### config.mk
export PLATFORM = sky130hd
export DESIGN_NAME = instr_fetch_unit
export DESIGN_NICKNAME = d
export VERILOG_FILES = /design/src/rtl/instr_fetch_unit.sv
export SDC_FILE = /design/constraint.sdc
export NUM_CORES = 1
export LEC_CHECK = 0
export CAP_MARGIN = 15
export CORE_ASPECT_RATIO = 2
export CORE_MARGIN = 3
export CORE_UTILIZATION = 44
export DETAILED_ROUTE_END_ITERATION = 10
export DONT_BUFFER_PORTS = 1
export GPL_ROUTABILITY_DRIVEN = 0
export PLACE_DENSITY = 0.55
export SETUP_SLACK_MARGIN = 0.2
export SLEW_MARGIN = 40
export SYNTH_ARGS = -nofsm -noshare
export SYNTH_HDL_FRONTEND = slang
export SYNTH_SLANG_ARGS = --single-unit
### constraint.sdc
create_clock -name clk -period 7.21 [get_ports clk]
set_input_delay 0.3605 -clock clk [delete_from_list [all_inputs] [get_ports clk]]
set_output_delay 0.3605 -clock clk [all_outputs]
set_load 0.05 [all_outputs]
### src/rtl/instr_fetch_unit.sv
// ============================================================================
// Module   : instr_fetch_unit
// Purpose  : Holds the program counter and fetches instruction words from
//            instruction memory over a req/gnt/rvalid interface. Returned
//            words are buffered in a small FIFO and presented to the
//            decode/control stage with a valid/ready handshake. A taken
//            branch (pcsrc) redirects the PC and flushes wrong-path words.
//
// Parameters:
//   RESET_PC  - PC loaded on reset (bits [1:0] must be zero)
//   QDEPTH    - fetch queue depth (power of two, >= 2)
//
// Ports:
//   clk, rst            - clock and synchronous active-high reset
//   pcsrc               - redirect request from the control unit
//   branch_target[31:0] - redirect address (bits [1:0] ignored)
//   imem_req/imem_addr  - fetch request and word address (held until gnt)
//   imem_gnt            - request accepted this cycle
//   imem_rvalid/rdata   - returned instruction word
//   instr/instr_pc      - queue head word and its PC
//   instr_valid         - queue head valid
//   instr_ready         - downstream accepts the head
//
// Optional feature (macro FETCH_PERF_CNT_EN):
//   fetch_count[31:0]   - saturating count of instructions consumed
//   flush_count[15:0]   - saturating count of redirect cycles
//
// Revision : 1.0 - initial release
// ============================================================================
`default_nettype none

module instr_fetch_unit #(
    parameter logic [31:0] RESET_PC = 32'h0000_0000,
    parameter int          QDEPTH   = 2
) (
    input  logic        clk,
    input  logic        rst,
    input  logic        pcsrc,
    input  logic [31:0] branch_target,
    output logic        imem_req,
    output logic [31:0] imem_addr,
    input  logic        imem_gnt,
    input  logic        imem_rvalid,
    input  logic [31:0] imem_rdata,
    output logic [31:0] instr,
    output logic [31:0] instr_pc,
    output logic        instr_valid,
    input  logic        instr_ready
`ifdef FETCH_PERF_CNT_EN
    ,
    output logic [31:0] fetch_count,
    output logic [15:0] flush_count
`endif
);

    localparam int                c_ptr_w = $clog2(QDEPTH);
    localparam logic [c_ptr_w:0]  c_depth = (c_ptr_w + 1)'(QDEPTH);

    typedef enum logic [1:0] {
        S_IDLE = 2'd0,
        S_REQ  = 2'd1,
        S_WAIT = 2'd2
    } state_t;

    state_t               r_state;
    logic [31:0]          r_pc;        // address of the next fetch to issue
    logic [31:0]          r_addr;      // address of the request in flight
    logic                 r_req;
    logic                 r_discard;   // response of the in-flight request is wrong-path

    logic [31:0]          r_q_instr [QDEPTH];
    logic [31:0]          r_q_pc    [QDEPTH];
    logic [c_ptr_w-1:0]   r_wr_ptr;
    logic [c_ptr_w-1:0]   r_rd_ptr;
    logic [c_ptr_w:0]     r_count;

    logic                 w_valid;
    logic                 w_pop;
    logic                 w_push;
    logic [c_ptr_w:0]     w_count_next;
    logic                 w_room;
    logic [31:0]          w_target;
    logic                 w_unused_bits;

    assign w_target      = {branch_target[31:2], 2'b00};
    assign w_unused_bits = ^branch_target[1:0];

    assign w_valid = (r_count != '0);
    assign w_pop   = w_valid && instr_ready;
    // Data arriving together with a redirect, or flagged as wrong-path, is dropped.
    assign w_push  = (r_state == S_WAIT) && imem_rvalid && !r_discard && !pcsrc;

    assign w_count_next = r_count
                        + {{c_ptr_w{1'b0}}, w_push}
                        - {{c_ptr_w{1'b0}}, w_pop};

    // A new request is allowed only if its response is guaranteed a slot:
    // nothing is in flight whenever this is evaluated, so the occupancy after
    // this edge's push/pop is the whole in-flight accounting.
    assign w_room = (w_count_next < c_depth);

    assign imem_req    = r_req;
    assign imem_addr   = r_addr;
    assign instr_valid = w_valid;
    assign instr       = w_valid ? r_q_instr[r_rd_ptr] : 32'h0000_0000;
    assign instr_pc    = w_valid ? r_q_pc[r_rd_ptr]    : 32'h0000_0000;

    always_ff @(posedge clk) begin
        if (rst) begin
            r_state   <= S_IDLE;
            r_pc      <= RESET_PC;
            r_addr    <= RESET_PC;
            r_req     <= 1'b0;
            r_discard <= 1'b0;
            r_wr_ptr  <= '0;
            r_rd_ptr  <= '0;
            r_count   <= '0;
            for (int i = 0; i < QDEPTH; i++) begin
                r_q_instr[i] <= 32'h0000_0000;
                r_q_pc[i]    <= 32'h0000_0000;
            end
        end else begin
            // ---------------- fetch queue ----------------
            if (pcsrc) begin
                r_wr_ptr <= '0;
                r_rd_ptr <= '0;
                r_count  <= '0;
            end else begin
                if (w_push) begin
                    r_q_instr[r_wr_ptr] <= imem_rdata;
                    r_q_pc[r_wr_ptr]    <= r_addr;
                    r_wr_ptr            <= r_wr_ptr + 1'b1;
                end
                if (w_pop) begin
                    r_rd_ptr <= r_rd_ptr + 1'b1;
                end
                r_count <= w_count_next;
            end

            // ---------------- fetch state machine ----------------
            case (r_state)
                S_IDLE: begin
                    r_state <= S_REQ;
                    if (pcsrc) begin
                        r_pc <= w_target;
                    end
                end

                S_REQ: begin
                    if (r_req) begin
                        // Request is held at its address until granted, even
                        // across a redirect; its response is then discarded.
                        if (imem_gnt) begin
                            r_req   <= 1'b0;
                            r_state <= S_WAIT;
                            if (!pcsrc && !r_discard) begin
                                r_pc <= r_pc + 32'd4;
                            end
                        end
                        if (pcsrc) begin
                            r_pc      <= w_target;
                            r_discard <= 1'b1;
                        end
                    end else if (pcsrc) begin
                        // Nothing outstanding: fetch the target right away.
                        r_pc   <= w_target;
                        r_req  <= 1'b1;
                        r_addr <= w_target;
                    end else if (w_room) begin
                        r_req  <= 1'b1;
                        r_addr <= r_pc;
                    end
                end

                S_WAIT: begin
                    if (pcsrc) begin
                        r_pc <= w_target;
                    end
                    if (imem_rvalid) begin
                        r_state   <= S_REQ;
                        r_discard <= 1'b0;
                        // Next request goes out in the cycle after the response.
                        if (pcsrc || w_room) begin
                            r_req  <= 1'b1;
                            r_addr <= pcsrc ? w_target : r_pc;
                        end
                    end else if (pcsrc) begin
                        r_discard <= 1'b1;
                    end
                end

                default: begin
                    r_state <= S_IDLE;
                    r_req   <= 1'b0;
                end
            endcase
        end
    end

`ifdef FETCH_PERF_CNT_EN
    logic [31:0] r_fetch_count;
    logic [15:0] r_flush_count;

    always_ff @(posedge clk) begin
        if (rst) begin
            r_fetch_count <= 32'h0000_0000;
            r_flush_count <= 16'h0000;
        end else begin
            if (w_pop && (r_fetch_count != 32'hFFFF_FFFF)) begin
                r_fetch_count <= r_fetch_count + 32'd1;
            end
            if (pcsrc && (r_flush_count != 16'hFFFF)) begin
                r_flush_count <= r_flush_count + 16'd1;
            end
        end
    end

    assign fetch_count = r_fetch_count;
    assign flush_count = r_flush_count;
`endif

endmodule

`default_nettype wire

==> flow_summary.rst, run 1 <==
.. list-table::
   :header-rows: 1

   * - Metric
     - Value
   * - Final routed wire length divided by cell count
     - 22.1 um
   * - Setup CP Type
     - reg2reg
   * - Clock buffer count from CTS
     - 19
   * - Max Fclk
     - 248 MHz
   * - RSZ-0062 raised after global routing
     - no
   * - H-tree levels
     - 1
   * - Area of the placeable core
     - around 21000 um^2
   * - Sequential-to-total area share from yosys stat
     - a little under three fifths
   * - Die Span Y
     - between 200 and 250 um
   * - Sequential share of power
     - ~56%
   * - Diodes inserted
     - 0
   * - First-pass GRT wire length
     - slightly below 40000 um
   * - Outcome
     - finished clean
   * - Count of port buffers added during placement
     - 0
   * - Top delay family on crit path
     - buffers and inverters
   * - Relative max-transition margin
     - roughly two fifths
   * - Startpoint of the worst register-to-register path
     - r_count[1]
   * - Cell breakdown of the critical path
     - nor2_4 -> buf_6 -> inv_1 -> and2_1 -> ha_1 -> inv_1 -> ha_1 -> xor3_1 -> a2111oi_4 -> buf_4 -> nor2_1 -> a311oi_1
   * - Area of placed instances
     - 9990 um^2
   * - Final instance area
     - approximately 11000 um^2
   * - Top-Level Pins
     - between 150 and 200
   * - Share of the core filled with cells
     - between 50 and 60%
   * - Starting density of the core
     - approximately 45%
   * - Standard cell with the maximum stage delay on the critical path
     - buf_6
   * - Combinational power share
     - approximately 15%
   * - Minimum setup slack after placement
     - ~2.7 ns
   * - Total number of nets in the final design
     - ~960
   * - Internal power
     - around 2.1 mW
   * - Number of enable-type register cells in the synthesized netlist
     - approximately 130
   * - Worst Max-Slew Pin Slew
     - 0.881 ns
   * - Most area-hungry cell type in the Yosys netlist
     - edfxtp_1
   * - Share of flip-flops with an asynchronous set or reset
     - 0%
   * - Critical Path Start Type
     - flip-flop
   * - GRT Total Usage
     - about a fifth
   * - Max Cap Viol
     - 0
   * - Via density per instance
     - 5.93
   * - Estimated wirelength of the detail-placed design
     - 17300 um
   * - Power per unit of standard cell area
     - a little over 300 nW/um^2
   * - Number of cell instances on the worst register-to-register path
     - 12
   * - Number of warnings printed during yosys synthesis
     - 0
   * - Number of antenna violations at the first check in global routing
     - 0
   * - Largest clock skew in the final design
     - 0.0132 ns
   * - Starting DRC count in detailed routing
     - ~380
   * - Net switching power figure
     - around 1.2 mW
   * - Post-synth cell types
     - 56
   * - Clock network fraction of total power
     - 28.8%
   * - Area Growth Syn to Fin
     - 10.8%
   * - Clock latency of the later-clocked register in the worst-skew pair
     - 0.49 ns
   * - Top post-synthesis cells by area
     - edfxtp_1, dfxtp_1, mux2i_1
   * - Sinks on the clock net
     - ~200
   * - Largest vdd supply drop
     - roughly 0.28 mV
   * - Clock period minus final worst setup slack
     - ~4 ns
   * - Total design power
     - around 3.3 mW
   * - Leakage component of the power
     - 3.64 nW
   * - Data required time at the worst endpoint
     - ~7.6 ns
   * - Pin count of the biggest net entering global routing
     - 66
   * - Area of the mapped netlist
     - ~9600 um^2
   * - Maximum fanout along the worst path
     - between 60 and 70
   * - Hold Startpoint
     - rst
   * - Data arrival time of the worst path
     - roughly 4.4 ns
   * - Vias in the first global route
     - about 7000
   * - Min-Delay Endpoint
     - r_pc[26]
   * - Syn nets
     - between 900 and 1000
   * - Synthesized flop and latch total
     - ~200
   * - Launch point of the worst path
     - r_count[1]
   * - Total instance count after detailed placement
     - around 1100
   * - Longest Clk Path Bufs
     - 3
   * - Prevailing post-synth register cell
     - edfxtp_1
   * - Crit Reg-Reg Endpoint
     - imem_addr[6]
   * - DRT Pass-1 Iters
     - 4
   * - Post-layout instance count excluding filler cells
     - roughly 1200
   * - Number of antenna-violating nets in the routed design
     - 0
   * - Switching power as a share of total power
     - between 30% and 40%
   * - Via total after detailed routing
     - just under 7000
   * - Total DRC errors in the routed layout
     - 0
   * - Setup ws final
     - between 3 and 4 ns
   * - CTS root buffer
     - clkbuf_16
   * - Min-delay worst type
     - in2reg
   * - Final hold vios
     - 0
   * - Final sum of negative setup slack
     - 0 ns
   * - Post-Syn Instances
     - just over 900
   * - Die ar.
     - about 24000 um^2
   * - Placement Rows
     - between 70 and 80
   * - Period Utilization, post-route
     - between 50% and 60%
   * - Number of pins with negative max-slew slack in the final report
     - 0
   * - Final setup violating endpoints
     - 0
   * - Share of final-layout standard cells stronger than drive strength 1
     - about an eighth
   * - Count of buffer and inverter cells on the critical path
     - 4
   * - Fraction of synthesized cell area taken by the top area cell type
     - 40.0%
   * - Worst hold slack after final layout
     - 0.0297 ns
   * - X dimension of the die
     - ~110 um
   * - Clock Pin Slew Worst Setup and Hold Paths
     - 0.06 ns
   * - Instance count along the most critical hold path
     - 1
   * - Endpoint type of the worst setup path
     - flip-flop
   * - Clock tree from TritonCTS
     - built
   * - Overflow left after global routing
     - 0
   * - Total wire length after detailed routing
     - around 26000 um
   * - Fillers
     - around 2000
   * - Delay of the slowest critical-path stage
     - roughly 0.58 ns
   * - Worst reg-to-reg setup slack
     - between 3 and 4 ns
   * - Post-synthesis average cell area
     - about 11 um^2
==> logic make-up (layout without fill, tap and decap cells) <==
| logic type | count (synthesis) | after routing | synth area share [%] |
|---|---|---|---|
| flops | 201 | 201 | 55.2 |
| mux | 89 | 89 | 9.27 |
| fa+ha+maj | 7 | 7 | 0.912 |
| simple gates | 396 | 396 | 20.9 |
| compound gates | 136 | 136 | 10.2 |
| xor+xnor | 3 | 3 | 0.430 |
| buf+inv | 76 | 60 | 3.07 |
==> worst max-delay path by stage <==
stage / endpoint / slack [ns] / depth (start not counted)
after floorplan: r_q_instr[0][0] / 0.99 / 7
after global placement: imem_addr[11] / 2.89 / 12
after detailed placement: imem_addr[6] / 2.73 / 12
after CTS: imem_addr[6] / 2.71 / 12
after global routing: imem_addr[9] / 2.92 / 12
final: imem_addr[6] / 3.18 / 12
==> area by class of cell <==
type                    count  area, um^2  area share [%]
flip-flops and latches    201        5310            49.9
multi-input cells         631        4220            39.6
clock buffers              29         563            5.29
well taps                 269         337            3.16
repair buffers             14         150            1.41
inverters                  13        48.8           0.458
clock inverters             4        16.3           0.153
==> per-layer routing <==
metal | vias to the layer above | track usage [%] | share of wire, %
met5 | - | 0 | 0
met4 | 0 | 11.4 | 5.4
met3 | 87 | 4.31 | 7.1
met2 | 281 | 37.4 | 53
met1 | 3298 | 22.9 | 35
li1 | 3216 | - | -
==> synthesized netlist by cell type (3+ instances only) <==
master and n:
edfxtp_1 128, o41ai_1 3, buf_1 10, mux2i_1 89, nor2_1 128, nand3_1 19
a311oi_1 12, o32ai_1 3, a211oi_1 30, a21oi_1 23, a22oi_1 4, nand4_1 13
and4_1 3, nor2b_1 3, o22ai_1 5, dfxtp_1 73, o31ai_1 3, ha_1 7
nor3_1 14, o221ai_1 4, clkbuf_1 45, buf_2 8, a32o_1 3, inv_1 12
and3_1 13, nand2_1 53, o21ai_0 18, a31oi_1 8, a21o_1 5, o211ai_1 4
and2_1 133
==> worst register-to-register path, cell delays in order, from the launching register on <==
cell       delay, ns
dfxtp_1         0.33
nor2_4          0.11
buf_6           0.58
inv_1           0.46
and2_1          0.34
ha_1            0.31
inv_1           0.06
ha_1            0.15
xor3_1          0.29
a2111oi_4       0.43
buf_4           0.50
nor2_1          0.10
a311oi_1        0.26
==> state kept, by name, indices dropped and copies added, names as in the netlist, named ones only <==
| register | flops |
|---|---|
| r_q_instr | 64 |
| r_q_pc | 64 |
| imem_addr | 32 |
| r_pc | 32 |
| r_count | 2 |
| r_state | 2 |
| imem_req | 1 |
| r_discard | 1 |
| r_rd_ptr | 1 |
| r_wr_ptr | 1 |
==> cell usage in the layout, fill, tap and decap left out, drive strengths merged, types with 5 or more instances in the layout <==
cell type	instances
inv	13
nand4	13
dfxtp	73
clkbuf	31
nor2	128
a21oi	23
ha	7
mux2i	89
and3	13
a211oi	30
nand2	53
a31oi	8
edfxtp	128
buf	11
and2	134
o21ai	18
a21o	5
o22ai	5
nor3	15
a311oi	12
nand3	19
==> power by group through the flow <==
| stage | Combinational [mW] | Clock, mW | Sequential (mW) |
|---|---|---|---|
| after global routing | 0.555 | 1.02 | 1.88 |
| final | 0.496 | 0.949 | 1.85 |
| after floorplan | 0.402 | 0 | 1.80 |
| after detailed placement | 0.485 | 0 | 1.88 |
| after global placement | 0.453 | 0 | 1.87 |
| after CTS | 0.492 | 0.978 | 1.86 |
==> timing repair <==
item / in CTS / in global routing
hold buffers: 2 / 0
setup buffers: 0 / 0
gates resized for setup: 0 / 0
hold endpoints to repair: 51 / 0
Power figures use the tool's default switching activity.
==> inputs of run 2 (changes only) <==
--- a/config.mk
+++ b/config.mk
@@ -5,6 +5,7 @@
 export SDC_FILE = /design/constraint.sdc
 export NUM_CORES = 1
 export LEC_CHECK = 0
+export ABC_AREA = 1
 export CAP_MARGIN = 15
 export CORE_ASPECT_RATIO = 2
 export CORE_MARGIN = 3
@@ -12,7 +13,7 @@
 export DETAILED_ROUTE_END_ITERATION = 10
 export DONT_BUFFER_PORTS = 1
 export GPL_ROUTABILITY_DRIVEN = 0
-export PLACE_DENSITY = 0.55
+export PLACE_DENSITY = 0.57
 export SETUP_SLACK_MARGIN = 0.2
 export SLEW_MARGIN = 40
 export SYNTH_ARGS = -nofsm -noshare
==> constraint.sdc (replaced) <==
create_clock -name clk -period 3.6 [get_ports clk]
set_input_delay 0.18 -clock clk [delete_from_list [all_inputs] [get_ports clk]]
set_output_delay 0.18 -clock clk [all_outputs]
set_load 0.05 [all_outputs]
==> run 2 against run 1 <==
  * Via count rose by 22%
  * Total power rose by 120%
  * Flip-flop and latch count stayed put
  * Die area increased by 3.6%
  * Fmax increased by 50%
  * Area after synthesis is 3.8% higher
  * Global-route usage increased by 0.49 points
  * Utilization grew 2.9 points
  * Final area grew 11%
  * First-iteration DRC count is 14% higher
  * Setup slack got worse by 2.3 ns
  * Sequential power grew 110%
  * Largest cell class unchanged
==> flow_summary.rst, run 2 <==
.. list-table::
   :header-rows: 1

   * - Metric
     - Value
   * - Outcome
     - finished clean
   * - Standard cell with the maximum stage delay on the critical path
     - inv_2
   * - Number of antenna-violating nets in the routed design
     - 0 (unchanged)
   * - Post-CTS setup buffer count
     - 0 (unchanged)
   * - Total DRC errors in the routed layout
     - 0 (unchanged)
   * - Net switching power figure
     - 2.78 mW (+130%)
   * - Share of flip-flops with an asynchronous set or reset
     - 0% (unchanged)
   * - Longest Clk Path Bufs
     - 3 (unchanged)
   * - Syn nets
     - 1321 (+34%)
   * - Largest clock skew in the final design
     - 0.0143 ns (+0.00118 ns)
   * - X dimension of the die
     - 112 um (+1.8%)
   * - Internal power
     - 4.41 mW (+110%)
   * - Diodes inserted
     - 0 (unchanged)
   * - CTS root buffer
     - clkbuf_16
   * - Relative max-transition margin
     - 47.7% (+6.6 points)
   * - First-pass GRT wire length
     - 42400 um (+6.8%)
   * - Most frequent cells in the layout
     - nand2_1, nor2_1, a21oi_1
   * - Area of the placeable core
     - 22200 um^2 (+4.5%)
   * - Post-synthesis average cell area
     - 8.01 um^2 (-24%)
   * - Count of buffer and inverter cells on the critical path
     - 4 (unchanged)
   * - Delay of the slowest critical-path stage
     - 0.42 ns (-0.16 ns)
   * - Estimated wirelength of the detail-placed design
     - 17000 um (-1.6%)
   * - DRT Pass-1 Iters
     - 6 (+2)
   * - Area of the mapped netlist
     - 9970 um^2 (+3.8%)
   * - Number of warnings printed during yosys synthesis
     - 0 (unchanged)
   * - Maximum fanout along the worst path
     - 38 (-42%)
   * - Prevailing post-synth register cell
     - edfxtp_1
   * - Post-Syn Instances
     - 1244 (+37%)
   * - Combinational power share
     - 18.3% (+3.3 points)
   * - Worst reg-to-reg setup slack
     - 0.91 ns (-2.27 ns)
   * - Clock Pin Slew Worst Setup and Hold Paths
     - 0.07 ns (about the same)
   * - Data required time at the worst endpoint
     - 4.02 ns (-3.58 ns)
   * - Area Growth Syn to Fin
     - 18.0%
   * - Clock tree from TritonCTS
     - built
   * - Sequential share of power
     - 53.4% (-2.8 points)
   * - Via density per instance
     - 5.23 (-12%)
   * - GRT Total Usage
     - 21.4% (+0.49 points)
   * - Clock period minus final worst setup slack
     - 2.69 ns (-1.34 ns)
   * - Switching power as a share of total power
     - 38.7% (+2.0 points)
   * - Cell breakdown of the critical path
     - inv_1 -> ha_1 -> nand2_1 -> inv_1 -> nand2_1 -> ha_1 -> inv_1 -> ha_1 -> xnor2_1 -> nand2_1 -> nand3_2 -> nand2_2 -> inv_2 -> o21ai_0 -> a21oi_1
   * - Starting DRC count in detailed routing
     - 431 (+14%)
   * - Total wire length after detailed routing
     - 26800 um (+4.1%)
   * - Leakage component of the power
     - 4.80 nW (+32%)
   * - Final setup violating endpoints
     - 0 (unchanged)
   * - Pin count of the biggest net entering global routing
     - 65 (-1.5%)
   * - Top delay family on crit path
     - adder cells
   * - Final instance area
     - 11800 um^2 (+11%)
   * - Sequential-to-total area share from yosys stat
     - 53.2% (-2.0 points)
   * - Final hold vios
     - 0 (unchanged)
   * - Period Utilization, post-route
     - 74.8% (+19 points)
   * - Starting density of the core
     - 45.0% (-0.30 points)
   * - Max Fclk
     - 371 MHz (+50%)
   * - Final sum of negative setup slack
     - 0 ns (unchanged)
   * - Top post-synthesis cells by area
     - edfxtp_1, dfxtp_1, nand2_1
   * - Fraction of synthesized cell area taken by the top area cell type
     - 38.6% (-1.5 points)
   * - Sinks on the clock net
     - 201 (unchanged)
   * - Placement Rows
     - 77 (+2.7%)
   * - RSZ-0062 raised after global routing
     - no
   * - Number of enable-type register cells in the synthesized netlist
     - 128 (unchanged)
   * - Final routed wire length divided by cell count
     - 16.6 um (-25%)
   * - Die ar.
     - 24600 um^2 (+3.6%)
   * - Power per unit of standard cell area
     - 612 nW/um^2 (+97%)
   * - Setup CP Type
     - reg2reg
   * - Commonest non-fill, non-tap cell in the layout
     - nand2_1
   * - Area of placed instances
     - 10600 um^2 (+6.4%)
   * - Endpoint type of the worst setup path
     - flip-flop
   * - Clock latency of the later-clocked register in the worst-skew pair
     - 0.50 ns (about the same)
   * - Min-delay worst type
     - in2reg
   * - Number of antenna violations at the first check in global routing
     - 0 (unchanged)
   * - Die Span Y
     - 219 um (+1.8%)
   * - Number of pins with negative max-slew slack in the final report
     - 0 (unchanged)
   * - Total number of nets in the final design
     - 1399 (+46%)
   * - Critical Path Start Type
     - flip-flop
   * - Share of final-layout standard cells stronger than drive strength 1
     - 11.2% (-1.7 points)
   * - Most instantiated library cell after synthesis
     - nand2_1
   * - Largest vdd supply drop
     - 0.452 mV (+62%)
   * - Total design power
     - 7.20 mW (+120%)
   * - Regs by FF count
     - r_q_instr (64), r_q_pc (64)
   * - Count of port buffers added during placement
     - 0 (unchanged)
   * - Worst Max-Slew Pin Slew
     - 0.785 ns (-0.0964 ns)
   * - Most area-hungry cell type in the Yosys netlist
     - edfxtp_1
   * - Synthesized flop and latch total
     - 201 (unchanged)
   * - Clock buffer count from CTS
     - 19 (unchanged)
   * - Post-synth cell types
     - 38 (-32%)
   * - Overflow left after global routing
     - 0 (unchanged)
   * - Clock network fraction of total power
     - 28.4% (-0.4 points)
   * - Max Cap Viol
     - 0 (unchanged)
   * - H-tree levels
     - 1 (unchanged)
   * - Vias in the first global route
     - 8128 (+16%)
   * - Via total after detailed routing
     - 8428 (+22%)
   * - Ranking of synthesized cells by instance count
     - nand2_1, nor2_1, a21oi_1
   * - Data arrival time of the worst path
     - 3.11 ns (-1.31 ns)
   * - Top-Level Pins
     - 168 (unchanged)
[run 2: area by class of cell]
class	count	area, um^2
Inverter	143	542
Sequential cell	201	5310
Clock inverter	8	93.8
Tap cell	276	345
Multi-Input combinational cell	831	3850
Clock buffer	25	529
Timing Repair Buffer	126	1100
Fill cell	2129	10400
[run 2: worst register-to-register path, cell delays in order, from the launching register on]
cell and delay, ns:
dfxtp_1 0.33, inv_1 0.11, ha_1 0.22, nand2_1 0.07, inv_1 0.09, nand2_1 0.11
ha_1 0.29, inv_1 0.04, ha_1 0.21, xnor2_1 0.15, nand2_1 0.08, nand3_2 0.11
nand2_2 0.08, inv_2 0.42, o21ai_0 0.19, a21oi_1 0.13
[run 2: through the flow]
stage                     util, %  instances  setup WS (ns)  hold slack, ns
final                        53.1       1610          0.906          0.0188
after global routing         53.1       1610          0.582          0.0318
after CTS                    53.1       1610          0.891        0.000255
after detailed placement     48.0       1528          0.917           0.258
after global placement       47.9       1528           1.00           0.255
after floorplan                 -       1244          0.653           0.357
[run 2: worst paths after layout]
kind | cells past startpoint | end | start
max | 15 | imem_addr[26] | r_state[0]
min | 4 | r_pc[13] | pcsrc
min reg2reg | 2 | r_pc[0] | r_pc[0]
max reg2reg | 15 | imem_addr[26] | r_state[0]
[run 2: routing by layer]
layer  GRT usage [%]  part of all wire (%)  wire length, um
met1            24.3                    37             9920
met2            39.4                    53            14300
met3            2.95                   6.0             1600
met4            9.63                   3.6              956
met5               0                     0                0
[run 2: kinds of logic (layout without fill, tap and decap cells)]
kind of cell / count (synthesis) / after routing / share of synthesized area (%)
AO/OA/AOI/OAI: 230 / 230 / 12.1
XOR/XNOR: 2 / 2 / 0.176
adder cells (fa/ha/maj): 7 / 7 / 0.878
buffers and inverters: 212 / 302 / 8.63
flip-flops: 201 / 201 / 53.2
AND/OR/NAND/NOR: 592 / 592 / 24.9
[run 2: power by group through the flow]
stage	clock [mW]	sequential, mW	combinational (mW)
3_3_place_gp	0	3.90	1.21
5_1_grt	2.17	3.89	1.52
3_5_place_dp	0	3.90	1.25
4_1_cts	2.09	3.85	1.32
2_1_floorplan	0	3.74	1.04
6_report	2.04	3.84	1.32
[run 2: what timing repair did]
item | 4_1_cts | 5_1_grt
resized for setup | 0 | 0
hold buffers | 49 | 0
endpoints found under the hold margin | 111 | 0
